==> src/rtl/vga_timing_pkg.sv <==
// vga_timing_pkg: shared 640x480@60 VGA timing constants and receiver state type.
// Used by both the timing generator and vga_sync_receiver.
//   H_* / V_*        : default porch, sync and visible sizes (pixels / lines)
//   H_TOTAL, V_TOTAL : full line length and full frame height
//   H_START, V_START : first visible hcnt / vcnt (counting from the sync fall)
//   rx_state_t       : receiver lock FSM states
package vga_timing_pkg;

   localparam int unsigned H_VISIBLE   = 640;
   localparam int unsigned H_FRONT     = 16;
   localparam int unsigned H_SYNC      = 96;
   localparam int unsigned H_BACK      = 48;
   localparam int unsigned V_VISIBLE   = 480;
   localparam int unsigned V_FRONT     = 10;
   localparam int unsigned V_SYNC      = 2;
   localparam int unsigned V_BACK      = 33;
   localparam int unsigned LOCK_FRAMES = 2;

   localparam int unsigned H_TOTAL = H_VISIBLE + H_FRONT + H_SYNC + H_BACK;
   localparam int unsigned V_TOTAL = V_VISIBLE + V_FRONT + V_SYNC + V_BACK;
   localparam int unsigned H_START = H_SYNC + H_BACK;
   localparam int unsigned V_START = V_SYNC + V_BACK;

   typedef enum logic [1:0] {
      SEARCH,
      TRAIN,
      LOCKED
   } rx_state_t;

endpackage

==> src/rtl/vga_axis_checker.sv <==
// vga_axis_checker: one timing axis (horizontal or vertical) of the VGA receiver.
// Counts enable events, restarts at a sync fall and checks the period and the
// sync low width.
//   clk, reset : clock, synchronous active-high reset
//   en         : count enable (pixel strobe for H, hsync fall for V)
//   sync_fall  : sync falling edge seen (may arrive between enables)
//   sync_rise  : sync rising edge seen (may arrive between enables)
//   count      : position of the element being processed this enable
//   err        : single-cycle period or sync-width error, qualified by en
module vga_axis_checker
   import vga_timing_pkg::*;
#(
   parameter int unsigned TOTAL  = H_TOTAL,
   parameter int unsigned SYNC_W = H_SYNC,
   parameter int unsigned CW     = 10
) (
   input  logic          clk,
   input  logic          reset,
   input  logic          en,
   input  logic          sync_fall,
   input  logic          sync_rise,
   output logic [CW-1:0] count,
   output logic          err
);

   localparam logic [CW-1:0] CNT_MAX = '1;
   localparam logic [CW:0]   TOTAL_L = (CW+1)'(TOTAL);
   localparam logic [CW:0]   SYNC_L  = (CW+1)'(SYNC_W);

   logic [CW-1:0] cnt_q;
   logic          fall_pend_q;
   logic          rise_pend_q;
   logic          fall_eff;
   logic          rise_eff;
   logic [CW:0]   len;

   // A sync edge that lands between enables is held until the next enable,
   // so a vsync fall takes effect on the hsync fall coincident with or after it.
   always_comb begin
      fall_eff = en & (sync_fall | fall_pend_q);
      rise_eff = en & (sync_rise | rise_pend_q);
      len      = {1'b0, cnt_q} + 1'b1;
      if (fall_eff) begin
         count = '0;
      end else if (en && (cnt_q != CNT_MAX)) begin
         count = cnt_q + 1'b1;
      end else begin
         count = cnt_q;
      end
      // A saturated counter gives len = 2^CW, which never matches TOTAL.
      err = (fall_eff && (len != TOTAL_L)) || (rise_eff && (len != SYNC_L));
   end

   always_ff @(posedge clk) begin
      if (reset) begin
         cnt_q       <= '0;
         fall_pend_q <= 1'b0;
         rise_pend_q <= 1'b0;
      end else begin
         cnt_q       <= count;
         fall_pend_q <= (fall_pend_q | sync_fall) & ~en;
         rise_pend_q <= (rise_pend_q | sync_rise) & ~en;
      end
   end

endmodule

==> src/rtl/vga_sync_receiver.sv <==
// vga_sync_receiver: samples a VGA stream at the pixel strobe, checks timing,
// locks after LOCK_FRAMES clean frames and emits one valid pixel per visible
// position with recovered x/y.
//   clk, reset              : clock, synchronous active-high reset
//   pix_en                  : pixel-rate strobe
//   hsync_in, vsync_in      : active-low syncs
//   red_in/green_in/blue_in : 4-bit colour
//   locked                  : timing verified
//   x, y, pixel_r/g/b       : recovered position and colour, qualified by pixel_valid
//   frame_start             : pulse on each vsync fall
//   timing_error            : pulse on a timing violation (TRAIN / LOCKED only)
// Optional (macro VGA_RX_CHECKSUM_EN): frame_checksum, checksum_valid give a
// 16-bit wrap-around sum of the previous locked frame's {r,g,b} pixels.
module vga_sync_receiver #(
   parameter int unsigned H_VISIBLE   = vga_timing_pkg::H_VISIBLE,
   parameter int unsigned H_FRONT     = vga_timing_pkg::H_FRONT,
   parameter int unsigned H_SYNC      = vga_timing_pkg::H_SYNC,
   parameter int unsigned H_BACK      = vga_timing_pkg::H_BACK,
   parameter int unsigned V_VISIBLE   = vga_timing_pkg::V_VISIBLE,
   parameter int unsigned V_FRONT     = vga_timing_pkg::V_FRONT,
   parameter int unsigned V_SYNC      = vga_timing_pkg::V_SYNC,
   parameter int unsigned V_BACK      = vga_timing_pkg::V_BACK,
   parameter int unsigned LOCK_FRAMES = vga_timing_pkg::LOCK_FRAMES
) (
   input  logic       clk,
   input  logic       reset,
   input  logic       pix_en,
   input  logic       hsync_in,
   input  logic       vsync_in,
   input  logic [3:0] red_in,
   input  logic [3:0] green_in,
   input  logic [3:0] blue_in,
   output logic       locked,
   output logic [9:0] x,
   output logic [9:0] y,
   output logic       pixel_valid,
   output logic [3:0] pixel_r,
   output logic [3:0] pixel_g,
   output logic [3:0] pixel_b,
   output logic       frame_start,
   output logic       timing_error
`ifdef VGA_RX_CHECKSUM_EN
   ,
   output logic [15:0] frame_checksum,
   output logic        checksum_valid
`endif
);

   import vga_timing_pkg::*;

   localparam int unsigned LINE_LEN  = H_VISIBLE + H_FRONT + H_SYNC + H_BACK;
   localparam int unsigned FRAME_LEN = V_VISIBLE + V_FRONT + V_SYNC + V_BACK;

   localparam logic [9:0] X_FIRST = 10'(H_SYNC + H_BACK);
   localparam logic [9:0] X_LAST  = 10'(H_SYNC + H_BACK + H_VISIBLE - 1);
   localparam logic [9:0] Y_FIRST = 10'(V_SYNC + V_BACK);
   localparam logic [9:0] Y_LAST  = 10'(V_SYNC + V_BACK + V_VISIBLE - 1);
   localparam logic [7:0] LOCK_N  = 8'(LOCK_FRAMES);

   // Input sampling: current and previous registered syncs for edge detection.
   logic       hs_q, hs_p, vs_q, vs_p;
   logic [3:0] r_q, g_q, b_q;

   always_ff @(posedge clk) begin
      if (reset) begin
         hs_q <= 1'b1;
         hs_p <= 1'b1;
         vs_q <= 1'b1;
         vs_p <= 1'b1;
         r_q  <= '0;
         g_q  <= '0;
         b_q  <= '0;
      end else if (pix_en) begin
         hs_q <= hsync_in;
         hs_p <= hs_q;
         vs_q <= vsync_in;
         vs_p <= vs_q;
         r_q  <= red_in;
         g_q  <= green_in;
         b_q  <= blue_in;
      end
   end

   logic       hfall, hrise, vfall, vrise;
   logic       hfall_en;
   logic [9:0] hpos, vpos;
   logic       herr, verr, err;
   logic       visible;

   always_comb begin
      hfall    = pix_en & hs_p & ~hs_q;
      hrise    = pix_en & ~hs_p & hs_q;
      vfall    = pix_en & vs_p & ~vs_q;
      vrise    = pix_en & ~vs_p & vs_q;
      hfall_en = hfall;
   end

   vga_axis_checker #(
      .TOTAL  (LINE_LEN),
      .SYNC_W (H_SYNC),
      .CW     (10)
   ) u_h_axis (
      .clk       (clk),
      .reset     (reset),
      .en        (pix_en),
      .sync_fall (hfall),
      .sync_rise (hrise),
      .count     (hpos),
      .err       (herr)
   );

   vga_axis_checker #(
      .TOTAL  (FRAME_LEN),
      .SYNC_W (V_SYNC),
      .CW     (10)
   ) u_v_axis (
      .clk       (clk),
      .reset     (reset),
      .en        (hfall_en),
      .sync_fall (vfall),
      .sync_rise (vrise),
      .count     (vpos),
      .err       (verr)
   );

   rx_state_t  state_q;
   logic [7:0] good_q;
   logic       pix_ok;

   // hpos/vpos are the position of the sample held in r_q/g_q/b_q.
   always_comb begin
      err     = herr | verr;
      visible = (hpos >= X_FIRST) && (hpos <= X_LAST) && (vpos >= Y_FIRST) && (vpos <= Y_LAST);
      pix_ok  = pix_en & visible & (state_q == LOCKED) & ~err;
   end

   always_ff @(posedge clk) begin
      if (reset) begin
         state_q      <= SEARCH;
         good_q       <= '0;
         locked       <= 1'b0;
         timing_error <= 1'b0;
         frame_start  <= 1'b0;
         pixel_valid  <= 1'b0;
         x            <= '0;
         y            <= '0;
         pixel_r      <= '0;
         pixel_g      <= '0;
         pixel_b      <= '0;
      end else begin
         timing_error <= 1'b0;
         frame_start  <= 1'b0;
         pixel_valid  <= 1'b0;
         if (pix_en) begin
            frame_start <= vfall;
            unique case (state_q)
               SEARCH: begin
                  if (vfall) begin
                     state_q <= TRAIN;
                     good_q  <= '0;
                  end
               end
               TRAIN: begin
                  if (err) begin
                     state_q      <= SEARCH;
                     good_q       <= '0;
                     timing_error <= 1'b1;
                  end else if (vfall) begin
                     good_q <= good_q + 8'd1;
                     if (good_q + 8'd1 >= LOCK_N) begin
                        state_q <= LOCKED;
                        locked  <= 1'b1;
                     end
                  end
               end
               LOCKED: begin
                  if (err) begin
                     state_q      <= SEARCH;
                     good_q       <= '0;
                     locked       <= 1'b0;
                     timing_error <= 1'b1;
                  end
               end
               default: begin
                  state_q <= SEARCH;
                  good_q  <= '0;
                  locked  <= 1'b0;
               end
            endcase
            if (pix_ok) begin
               pixel_valid <= 1'b1;
               x           <= hpos - X_FIRST;
               y           <= vpos - Y_FIRST;
               pixel_r     <= r_q;
               pixel_g     <= g_q;
               pixel_b     <= b_q;
            end
         end
      end
   end

`ifdef VGA_RX_CHECKSUM_EN
   logic [15:0] sum_q;

   // The accumulator restarts at every vsync fall; only a locked boundary publishes.
   always_ff @(posedge clk) begin
      if (reset) begin
         sum_q          <= '0;
         frame_checksum <= '0;
         checksum_valid <= 1'b0;
      end else begin
         checksum_valid <= 1'b0;
         if (vfall) begin
            sum_q <= '0;
            if ((state_q == LOCKED) && !err) begin
               frame_checksum <= sum_q;
               checksum_valid <= 1'b1;
            end
         end else if (pix_ok) begin
            sum_q <= sum_q + {4'b0000, r_q, g_q, b_q};
         end
      end
   end
`endif

endmodule

==> config.mk <==
export PLATFORM = sky130hd
export DESIGN_NAME = vga_sync_receiver
export DESIGN_NICKNAME = d
export VERILOG_FILES = /design/src/rtl/vga_timing_pkg.sv /design/src/rtl/vga_axis_checker.sv /design/src/rtl/vga_sync_receiver.sv
export SDC_FILE = /design/constraint.sdc
export NUM_CORES = 1
export LEC_CHECK = 0
export BUFFER_PORTS_ARGS = -buffer_cell sky130_fd_sc_hd__buf_2
export CORE_MARGIN = 5
export CORE_UTILIZATION = 55
export CTS_CLUSTER_SIZE = 28
export DETAILED_ROUTE_END_ITERATION = 10
export GPL_TIMING_DRIVEN = 0
export HOLD_SLACK_MARGIN = 0.02
export PLACE_DENSITY = 0.85
export SKIP_LAST_GASP = 1
export SLEW_MARGIN = 20
export SYNTH_ARGS = -nofsm -noshare
export SYNTH_HDL_FRONTEND = slang
export SYNTH_SLANG_ARGS = --single-unit
export TNS_END_PERCENT = 10
==> constraint.sdc <==
create_clock -name clk -period 6.1 [get_ports clk]
set_clock_uncertainty 0.15 [all_clocks]
set_input_delay 1.22 -clock clk [delete_from_list [all_inputs] [get_ports clk]]
set_output_delay 1.22 -clock clk [all_outputs]
set_load 0.01 [all_outputs]
==> results of run 1 <==
## worst paths after layout
kind	from	endpoint	slack, ns
setup reg to reg	u_v_axis.cnt_q[0]	x[5]	1.99
hold / removal	u_v_axis.fall_pend_q	u_v_axis.fall_pend_q	0.32
setup / recovery	pix_en	x[5]	1.58
hold reg to reg	u_v_axis.fall_pend_q	u_v_axis.fall_pend_q	0.32
## cell type report
cell class / instances / area (µm²) / share of cell area [%]
clock inverter: 6 / 71.3 / 1.32
multi-input combinational: 409 / 2800 / 51.9
inverter: 18 / 67.6 / 1.25
clock buffer: 9 / 124 / 2.30
timing repair buffer: 51 / 255 / 4.73
buffer: 44 / 220 / 4.08
sequential: 86 / 1720 / 31.9
tap: 108 / 135 / 2.51
## routing by layer
metal / up-vias / part of all wire (%)
met1: 2198 / 42
met4: 0 / 2.5
li1: 2200 / -
met5: - / 0
met3: 37 / 8.2
met2: 221 / 48
## layout by cell type (no fill, tap or decap), types with 19 or more instances in the layout
cell type,synthesis,routed
nand4_1,21,21
o31ai_1,19,19
a21oi_1,37,37
a31oi_1,19,19
nor2_1,46,46
nand2_1,34,34
mux2i_1,21,21
dfxtp_1,86,86
buf_2,16,67
## cells by family (layout without fill, tap and decap cells)
logic type | after synthesis | after routing | synth area share [%]
compound gates | 161 | 161 | 24.5
mux | 24 | 24 | 5.31
buf+inv | 62 | 128 | 5.99
simple gates | 185 | 185 | 20.2
xor+xnor | 26 | 26 | 4.74
flops | 86 | 86 | 35.8
fa+ha+maj | 13 | 13 | 3.38
## metrics by stage
stage          utilization [%]  area, µm²  cells  hold WS, ns
2_1_floorplan                -       4810    557        0.292
3_3_place_gp              60.2       5200    716        0.299
3_5_place_dp              60.2       5200    716        0.310
4_1_cts                   62.4       5390    731        0.324
5_1_grt                   62.4       5390    731        0.344
6_report                  62.4       5390    731        0.322
## power by group
group          leakage (nW)  internal (W)  switching, W
clock                0.0923      0.000191      0.000215
combinational          1.31     0.0000452     0.0000838
sequential            0.697      0.000575     0.0000125
## state kept, by name, indices dropped and copies added, names as in the netlist
| signal | flops |
|---|---|
| b_q | 4 |
| frame_start | 1 |
| g_q | 4 |
| good_q | 8 |
| hs_p | 1 |
| hs_q | 1 |
| locked | 1 |
| pixel_b | 4 |
| pixel_g | 4 |
| pixel_r | 4 |
| pixel_valid | 1 |
| r_q | 4 |
| state_q | 2 |
| timing_error | 1 |
| u_h_axis.cnt_q | 10 |
| u_h_axis.fall_pend_q | 1 |
| u_h_axis.rise_pend_q | 1 |
| u_v_axis.cnt_q | 10 |
| u_v_axis.fall_pend_q | 1 |
| u_v_axis.rise_pend_q | 1 |
| vs_p | 1 |
| vs_q | 1 |
| x | 10 |
| y | 10 |
## critical path, delay by kind of cell
| family | cells | cell delay, ns |
|---|---|---|
| AND/OR/NAND/NOR | 3 | 0.45 |
| AO/OA/AOI/OAI | 5 | 1.37 |
| buffers and inverters | 5 | 1.34 |
| adder cells (fa/ha/maj) | 1 | 0.25 |
==> run_results.csv, run 1 <==
group,metric,value,unit
outcome,status,"completed",
synthesis,ys.flop_type,"dfxtp_1",
timing,slew_viol_final,0,
synthesis,synth_top_area_share,35.8,%
synthesis,synth_area_leaders,"dfxtp_1 36%, mux2i_1 4.4%, a21oi_1 3.9%, nor2_1 3.6%, ha_1 3.4%",
synthesis,async_reset_ff_share,0,%
synthesis,synthTopCellsByCount,"86 x dfxtp_1, 46 x nor2_1, 37 x a21oi_1",
drt,viasPerCell,6.37,
place,pre_cts_slack,1.31,ns
grt,grt.total_usage,24.2,%
grt,antenna_found_initial,0,
setup_path,cp_cell_sequence,"buf_2 -> and3b_1 -> o21a_1 -> clkbuf_1 -> clkbuf_1 -> nor2_1 -> ha_1 -> inv_1 -> o2111ai_1 -> a21o_1 -> o2111ai_2 -> nor3_2 -> buf_2 -> a211oi_1",
synthesis,avgSynthCellArea,8.63,µm²
timing,rsz0062_at_grt,"false",
timing,hold_violations,0,
die,pin_count,53,
synthesis,synth_cell_types,70,
place,io_buffers,51,
die,placementRows,34,
setup_path,cp.arrival,4.63,ns
drt,drt-total-wl,12800,µm
grt,grt_max_degree,16,
synthesis,synth_edf_count,0,
drt,drc,0,
cts,clock_sinks,86,
synthesis,ys_seq_area_share,35.8,%
timing,worst_pin_slew,0.955,ns
grt,use_met2,39.9,%
timing,finalSetupViolations,0,
place,gp_congestion,1.01,
grt,gr-max-usage-layer,"met2",
grt,gr-usage-met3,4.96,%
grt,grt_overflow,0,
cts,numCtsBuffers,9,
drt,wire_per_inst,17.6,µm
finish,fillCellCount,721,
drt,drtIter0Drc,296,
die,die_height,103,µm
synthesis,synth-seq-cells,86,
grt,grt_pass1_vias,4376,
pwr,power,0.00112,W
drt,drtAntennaViolNets,0,
cts,cts_resized,0,
setup_path,crit_fanout,10,
finish,diodes,0,
place,hpwlAfterDp,9310,µm
synthesis,synth_warnings,0,
timing,fin_crit,4.52,ns
finish,final_layout_size_suffix_gt1_share,17.7,%
setup_path,cpMaxStageDelayCell,"o2111ai_2",
cts,cts_tree,"built",
timing,finalCritPeriodShare,74.2,%
synthesis,synth_nets,587,
finish,synthToLayoutAreaGrowth,12.2,%
worst_hold_path,min_path_type,"flop to flop",
cts,post_cts_buffers,0,
setup_path,criticalPathCategory,"input port to flop",
timing,fmax,221,MHz
cts,cts.path.max_buffers,2,
setup_path,ff2ff_path_depth,14,
timing,worst_slack,1.58,ns
timing,setup-tns-final,0,ns
finish,nets,649,
setup_path,max_stage_delay,0.48,ns
die,initial_core_util,55.7,%
die,die_area,10700,µm²
cts,cts_root_buf,"clkbuf_8",
drt,vias,4656,
setup_path,crit_required,6.20,ns
pwr,cellLeakagePower,2.10,nW
synthesis,synth_area,4810,µm²
die,fp.dieW,103,µm
synthesis,yosysMostFrequentCell,"dfxtp_1",
run,maxCapViolCount,0,
synthesis,synth_area_leader_cell,"dfxtp_1",
cts,ctsHoldBuffers,0,
pwr,vdd_drop_max,0.000136,V
die,core-area,8640,µm²
timing,relSlewSlack,34.7,%
synthesis,synth_cells,557,
cts,clk_latency,0.36,ns
worst_hold_path,hold-path-cell-count,2,
setup_path,start_kind,"input port",
cts,path_clk_slew,0.08,ns
cts,cts_max_level,3,
grt,grtUsageMet1,31.6,%
pwr,power_per_cell_area,208,nW/µm²
setup_path,critPathCaptureType,"flop",
grt,grt_pass1_wl,20600,µm
drt,drtPass1Iterations,6,
(Power assumes the default switching activity.)
==> inputs of run 2 (changes only) <==
--- a/config.mk
+++ b/config.mk
@@ -7,7 +7,7 @@
 export LEC_CHECK = 0
 export BUFFER_PORTS_ARGS = -buffer_cell sky130_fd_sc_hd__buf_2
 export CORE_MARGIN = 5
-export CORE_UTILIZATION = 55
+export CORE_UTILIZATION = 53
 export CTS_CLUSTER_SIZE = 28
 export DETAILED_ROUTE_END_ITERATION = 10
 export GPL_TIMING_DRIVEN = 0
==> constraint.sdc (replaced) <==
create_clock -name clk -period 3.8 [get_ports clk]
set_clock_uncertainty 0.15 [all_clocks]
set_input_delay 0.76 -clock clk [delete_from_list [all_inputs] [get_ports clk]]
set_output_delay 0.76 -clock clk [all_outputs]
set_load 0.01 [all_outputs]
==> run 2 against run 1 <==
Largest power group unchanged; highest routed layer unchanged; die area up 3.4%; register-to-register slack worse by 1.8 ns; combinational power grew 66%.
==> run_results.csv, run 2 (same netlist as run 1, synthesis figures left out) <==
group,metric,value,unit
finish,final_area,5480,µm²
timing,worst_pin_slew,0.844,ns
grt,antenna_found_initial,0,
cts,cts_max_level,3,
cts,clk_latency,0.36,ns
timing,fmax,276,MHz
grt,grt_pass1_wl,21400,µm
grt,grt_max_degree,16,
finish,nets,655,
finish,final_cell_mix,"84 x dfxtp_1, 66 x buf_2, 46 x nor2_1, 37 x a21oi_1, 33 x nand2_1",
cts,cts_root_buf,"clkbuf_8",
outcome,status,"completed",
cts,numCtsBuffers,9,
drt,drc,0,
drt,viasPerCell,6.47,
drt,drtAntennaViolNets,0,
place,pre_cts_slack,-0.493,ns
drt,drtPass1Iterations,5,
cts,cts.path.max_buffers,2,
pwr,cellLeakagePower,2.14,nW
timing,setup-tns-final,0,ns
cts,cts_tree,"built",
die,die_height,105,µm
setup_path,criticalPathCategory,"flop to flop",
setup_path,crit_required,3.86,ns
pwr,vdd_drop_max,0.000213,V
timing,relSlewSlack,43.1,%
setup_path,cpMaxStageDelayCell,"dfxtp_1",
setup_path,start_kind,"flop",
die,core-area,8760,µm²
finish,final_layout_size_suffix_gt1_share,20.5,%
setup_path,crit_fanout,10,
setup_path,cpMostUsedCell,"buf_4",
die,initial_core_util,54.8,%
timing,slew_viol_final,0,
cts,ctsHoldBuffers,0,
finish,final_common_cell,"dfxtp_1",
setup_path,max_stage_delay,0.42,ns
cts,clock_sinks,86,
pwr,power_per_cell_area,327,nW/µm²
drt,vias,4774,
timing,rsz0062_at_grt,"false",
timing,hold_violations,0,
drt,drtIter0Drc,435,
worst_hold_path,min_path_type,"flop to flop",
drt,wire_per_inst,18.2,µm
grt,grt_overflow,0,
timing,whs,0.315,ns
timing,worst_slack,0.180,ns
grt,grt.total_usage,23.0,%
die,die_area,11100,µm²
timing,finalSetupViolations,0,
setup_path,cp_cell_sequence,"ha_2 -> and4_2 -> a31o_2 -> nor2_1 -> nor3_1 -> a21oi_1 -> ha_1 -> nand2b_1 -> a41oi_2 -> o311a_1 -> buf_4 -> nor3_2 -> buf_4 -> a211oi_1",
timing,finalCritPeriodShare,95.3,%
die,fp.dieW,105,µm
place,gp_congestion,0.980,
grt,grt_pass1_vias,4416,
place,hpwlAfterDp,9360,µm
place,io_buffers,51,
drt,drt-total-wl,13400,µm
finish,diodes,0,
die,pin_count,53,
place,place_area,5200,µm²
finish,synthToLayoutAreaGrowth,14.1,%
setup_path,cp.arrival,3.69,ns
die,placementRows,34,
cts,path_clk_slew,0.09,ns
setup_path,critPathCaptureType,"flop",
timing,fin_crit,3.62,ns
run,maxCapViolCount,0,
[run 2: timing repair]
action	4_1_cts	5_1_grt
buffers inserted	0	7
endpoints found under the hold margin	0	0
pin swaps	1	3
setup endpoints to repair	22	33
gates resized for setup	3	11
[run 2: final timing paths]
| kind | startpoint | endpoint | slack (ns) | cells after the start |
|---|---|---|---|---|
| worst max register to register | u_h_axis.cnt_q[0] | y[0] | 0.18 | 14 |
| worst max-delay path | u_h_axis.cnt_q[0] | y[0] | 0.18 | 14 |
| worst min register to register | y[5] | y[5] | 0.31 | 2 |
| worst min-delay path | y[5] | y[5] | 0.31 | 2 |
[run 2: metal layers]
metal,global-route usage [%],part of all wire [%],vias up
met2,37.4,47,284
li1,-,-,2215
met4,9.95,4.0,0
met1,30.5,40,2220
met5,0,0,-
met3,3.30,8.9,55
[run 2: cell type report]
cell class	count	area (µm²)
Sequential cell	86	1720
Tap cell	108	135
Timing Repair Buffer	58	308
Fill cell	735	3280
Clock inverter	5	38.8
Inverter	18	67.6
Clock buffer	11	151
Multi-Input combinational cell	409	2840
Buffer	43	221
[run 2: report_power, final]
group / internal (W) / total, W / switching (W)
combinational: 0.0000757 / 0.000214 / 0.000138
sequential: 0.000923 / 0.000943 / 0.0000197
clock: 0.000280 / 0.000635 / 0.000355
[run 2: worst max-delay path: cells and delay by family (launching register included)]
kind | cells | cell delay, ns
adder cells (fa/ha/maj) | 2 | 0.47
AND/OR/NAND/NOR | 5 | 1.06
AO/OA/AOI/OAI | 5 | 0.98
flip-flops | 1 | 0.42
buffers and inverters | 2 | 0.40
[run 2: through the flow]
stage / total power (W) / std cells / utilization [%]
final: 0.00179 / 738 / 62.6
after CTS: 0.00179 / 732 / 61.6
after detailed placement: 0.00116 / 716 / 59.3
after floorplan: 0.00111 / 557 / -
after global routing: 0.00186 / 738 / 62.6
after global placement: 0.00115 / 716 / 59.3
==> inputs of run 3 (changes only) <==
--- a/config.mk
+++ b/config.mk
@@ -7,12 +7,13 @@
 export LEC_CHECK = 0
 export BUFFER_PORTS_ARGS = -buffer_cell sky130_fd_sc_hd__buf_2
 export CORE_MARGIN = 5
-export CORE_UTILIZATION = 53
+export CORE_UTILIZATION = 55
+export CTS_BUF_LIST = sky130_fd_sc_hd__clkbuf_4
 export CTS_CLUSTER_SIZE = 28
 export DETAILED_ROUTE_END_ITERATION = 10
 export GPL_TIMING_DRIVEN = 0
 export HOLD_SLACK_MARGIN = 0.02
-export PLACE_DENSITY = 0.85
+export PLACE_DENSITY = 0.88
 export SKIP_LAST_GASP = 1
 export SLEW_MARGIN = 20
 export SYNTH_ARGS = -nofsm -noshare
==> run 3 against run 2 <==
Power decreased by 5.7%; sequential cell count unchanged; final cell count unchanged; largest cell class unchanged; highest routed layer unchanged.
==> run_results.csv, run 3 (same netlist as run 1, synthesis figures left out) <==
group,metric,value,unit
outcome,status,"completed",
drt,vias,4793,
drt,drtIter0Drc,414,
drt,drtPass1Iterations,7,
cts,numCtsBuffers,9,
finish,final_util,63.0,%
place,dp_cells,716,
timing,hold_violations,0,
timing,finalSetupViolations,0,
pwr,cellLeakagePower,2.13,nW
finish,final_cell_mix,"84 x dfxtp_1, 66 x buf_2, 46 x nor2_1, 36 x a21oi_1, 33 x nand2_1",
setup_path,cpMaxStageDelayCell,"dfxtp_1",
grt,grt_overflow,0,
timing,fmax,271,MHz
drt,wire_per_inst,18.4,µm
setup_path,start_kind,"flop",
grt,grt.total_usage,25.1,%
worst_hold_path,min_path_type,"flop to flop",
setup_path,criticalPathCategory,"flop to flop",
cts,ctsHoldBuffers,0,
grt,grt_pass1_wl,21200,µm
die,pin_count,53,
die,initial_core_util,55.7,%
place,pre_cts_slack,-0.517,ns
timing,worst_pin_slew,0.960,ns
grt,grt_pass1_vias,4468,
finish,synthToLayoutAreaGrowth,13.2,%
run,maxCapViolCount,0,
die,fp.dieW,103,µm
cts,clock_sinks,86,
place,gp_congestion,0.990,
setup_path,critPathCaptureType,"flop",
cts,clk_latency,0.47,ns
cts,cts_root_buf,"clkbuf_4",
finish,final_layout_size_suffix_gt1_share,20.8,%
setup_path,cp.arrival,3.92,ns
grt,grt_max_degree,19,
setup_path,crit_fanout,10,
timing,finalCritPeriodShare,97.1,%
die,die_height,103,µm
setup_path,cp_cell_sequence,"ha_1 -> and4_2 -> a31o_2 -> nor2_1 -> nor3_2 -> a21oi_2 -> ha_1 -> nand2b_1 -> a41oi_2 -> o311a_1 -> buf_4 -> nor3_2 -> clkbuf_4 -> a211oi_1",
drt,drtAntennaViolNets,0,
finish,nets,655,
place,hpwlAfterDp,9680,µm
finish,final_common_cell,"dfxtp_1",
timing,slew_viol_final,0,
drt,drt-total-wl,13600,µm
cts,cts_tree,"built",
finish,stdcell_count,738,
place,io_buffers,51,
pwr,power_per_cell_area,310,nW/µm²
die,placementRows,34,
cts,cts.path.max_buffers,2,
drt,drc,0,
finish,diodes,0,
timing,relSlewSlack,34.4,%
cts,cts_max_level,3,
drt,viasPerCell,6.49,
timing,fin_crit,3.69,ns
finish,fillCellCount,728,
grt,antenna_found_initial,0,
setup_path,max_stage_delay,0.38,ns
pwr,power,0.00169,W
die,die_area,10700,µm²
timing,worst_slack,0.110,ns
setup_path,crit_required,4.03,ns
cts,path_clk_slew,0.16,ns
pwr,vdd_drop_max,0.000225,V
die,core-area,8640,µm²
run 3: cell count changes in the layout (fill, tap and decap cells not counted), sizes merged:
cell,before,now
clkinv,1,3
buf,83,82
clkbuf,29,28
clkinvlp,1,0
inv,21,22
run 3: repair_timing:
item / in CTS / in global routing
endpoints found under the setup margin: 23 / 28
buffers inserted: 4 / 3
resized for setup: 3 / 14
pin swaps: 2 / 1
run 3: cell type report:
type,instances,area [µm²],area share (%)
Multi-Input combinational cell,409,2840,52.2
Sequential cell,86,1720,31.7
Timing Repair Buffer,58,308,5.66
Buffer,43,223,4.09
Tap cell,108,135,2.48
Clock inverter,7,73.8,1.36
Clock buffer,9,67.6,1.24
Inverter,18,67.6,1.24
run 3: worst max-delay path, delay by kind of cell (launching register included):
family	cells	cell delay (ns)
compound gates	5	1.38
fa+ha+maj	2	0.47
buf+inv	2	0.39
flops	1	0.38
simple gates	5	0.84
run 3: metrics by stage:
| stage | hold WS (ns) | TNS [ns] | instance area [µm²] |
|---|---|---|---|
| 2_1_floorplan | 0.292 | 0 | 4810 |
| 3_3_place_gp | 0.301 | -10.36 | 5200 |
| 3_5_place_dp | 0.316 | -13.14 | 5200 |
| 4_1_cts | 0.329 | 0 | 5390 |
| 5_1_grt | 0.353 | -0.375 | 5440 |
| 6_report | 0.331 | 0 | 5440 |
run 3: final timing paths:
check	from	to	slack (ns)	cells past startpoint
setup / recovery	u_h_axis.cnt_q[0]	x[4]	0.11	14
hold reg to reg	g_q[2]	pixel_g[2]	0.33	2
setup reg to reg	u_h_axis.cnt_q[0]	x[4]	0.11	14
hold / removal	g_q[2]	pixel_g[2]	0.33	2
run 3: routing by layer:
metal | up-vias | GRT usage (%) | wire [µm]
li1 | 2217 | - | -
met1 | 2253 | 32.0 | 5440
met2 | 263 | 40.4 | 6350
met3 | 60 | 5.37 | 1190
met4 | 0 | 11.9 | 577
met5 | - | 0 | 0
run 3: where the power goes:
group          switching, W  internal, W  total (W)
Sequential        0.0000194     0.000925   0.000944
Combinational      0.000139    0.0000759   0.000215
Clock              0.000374     0.000156   0.000530
Total              0.000532      0.00116    0.00169
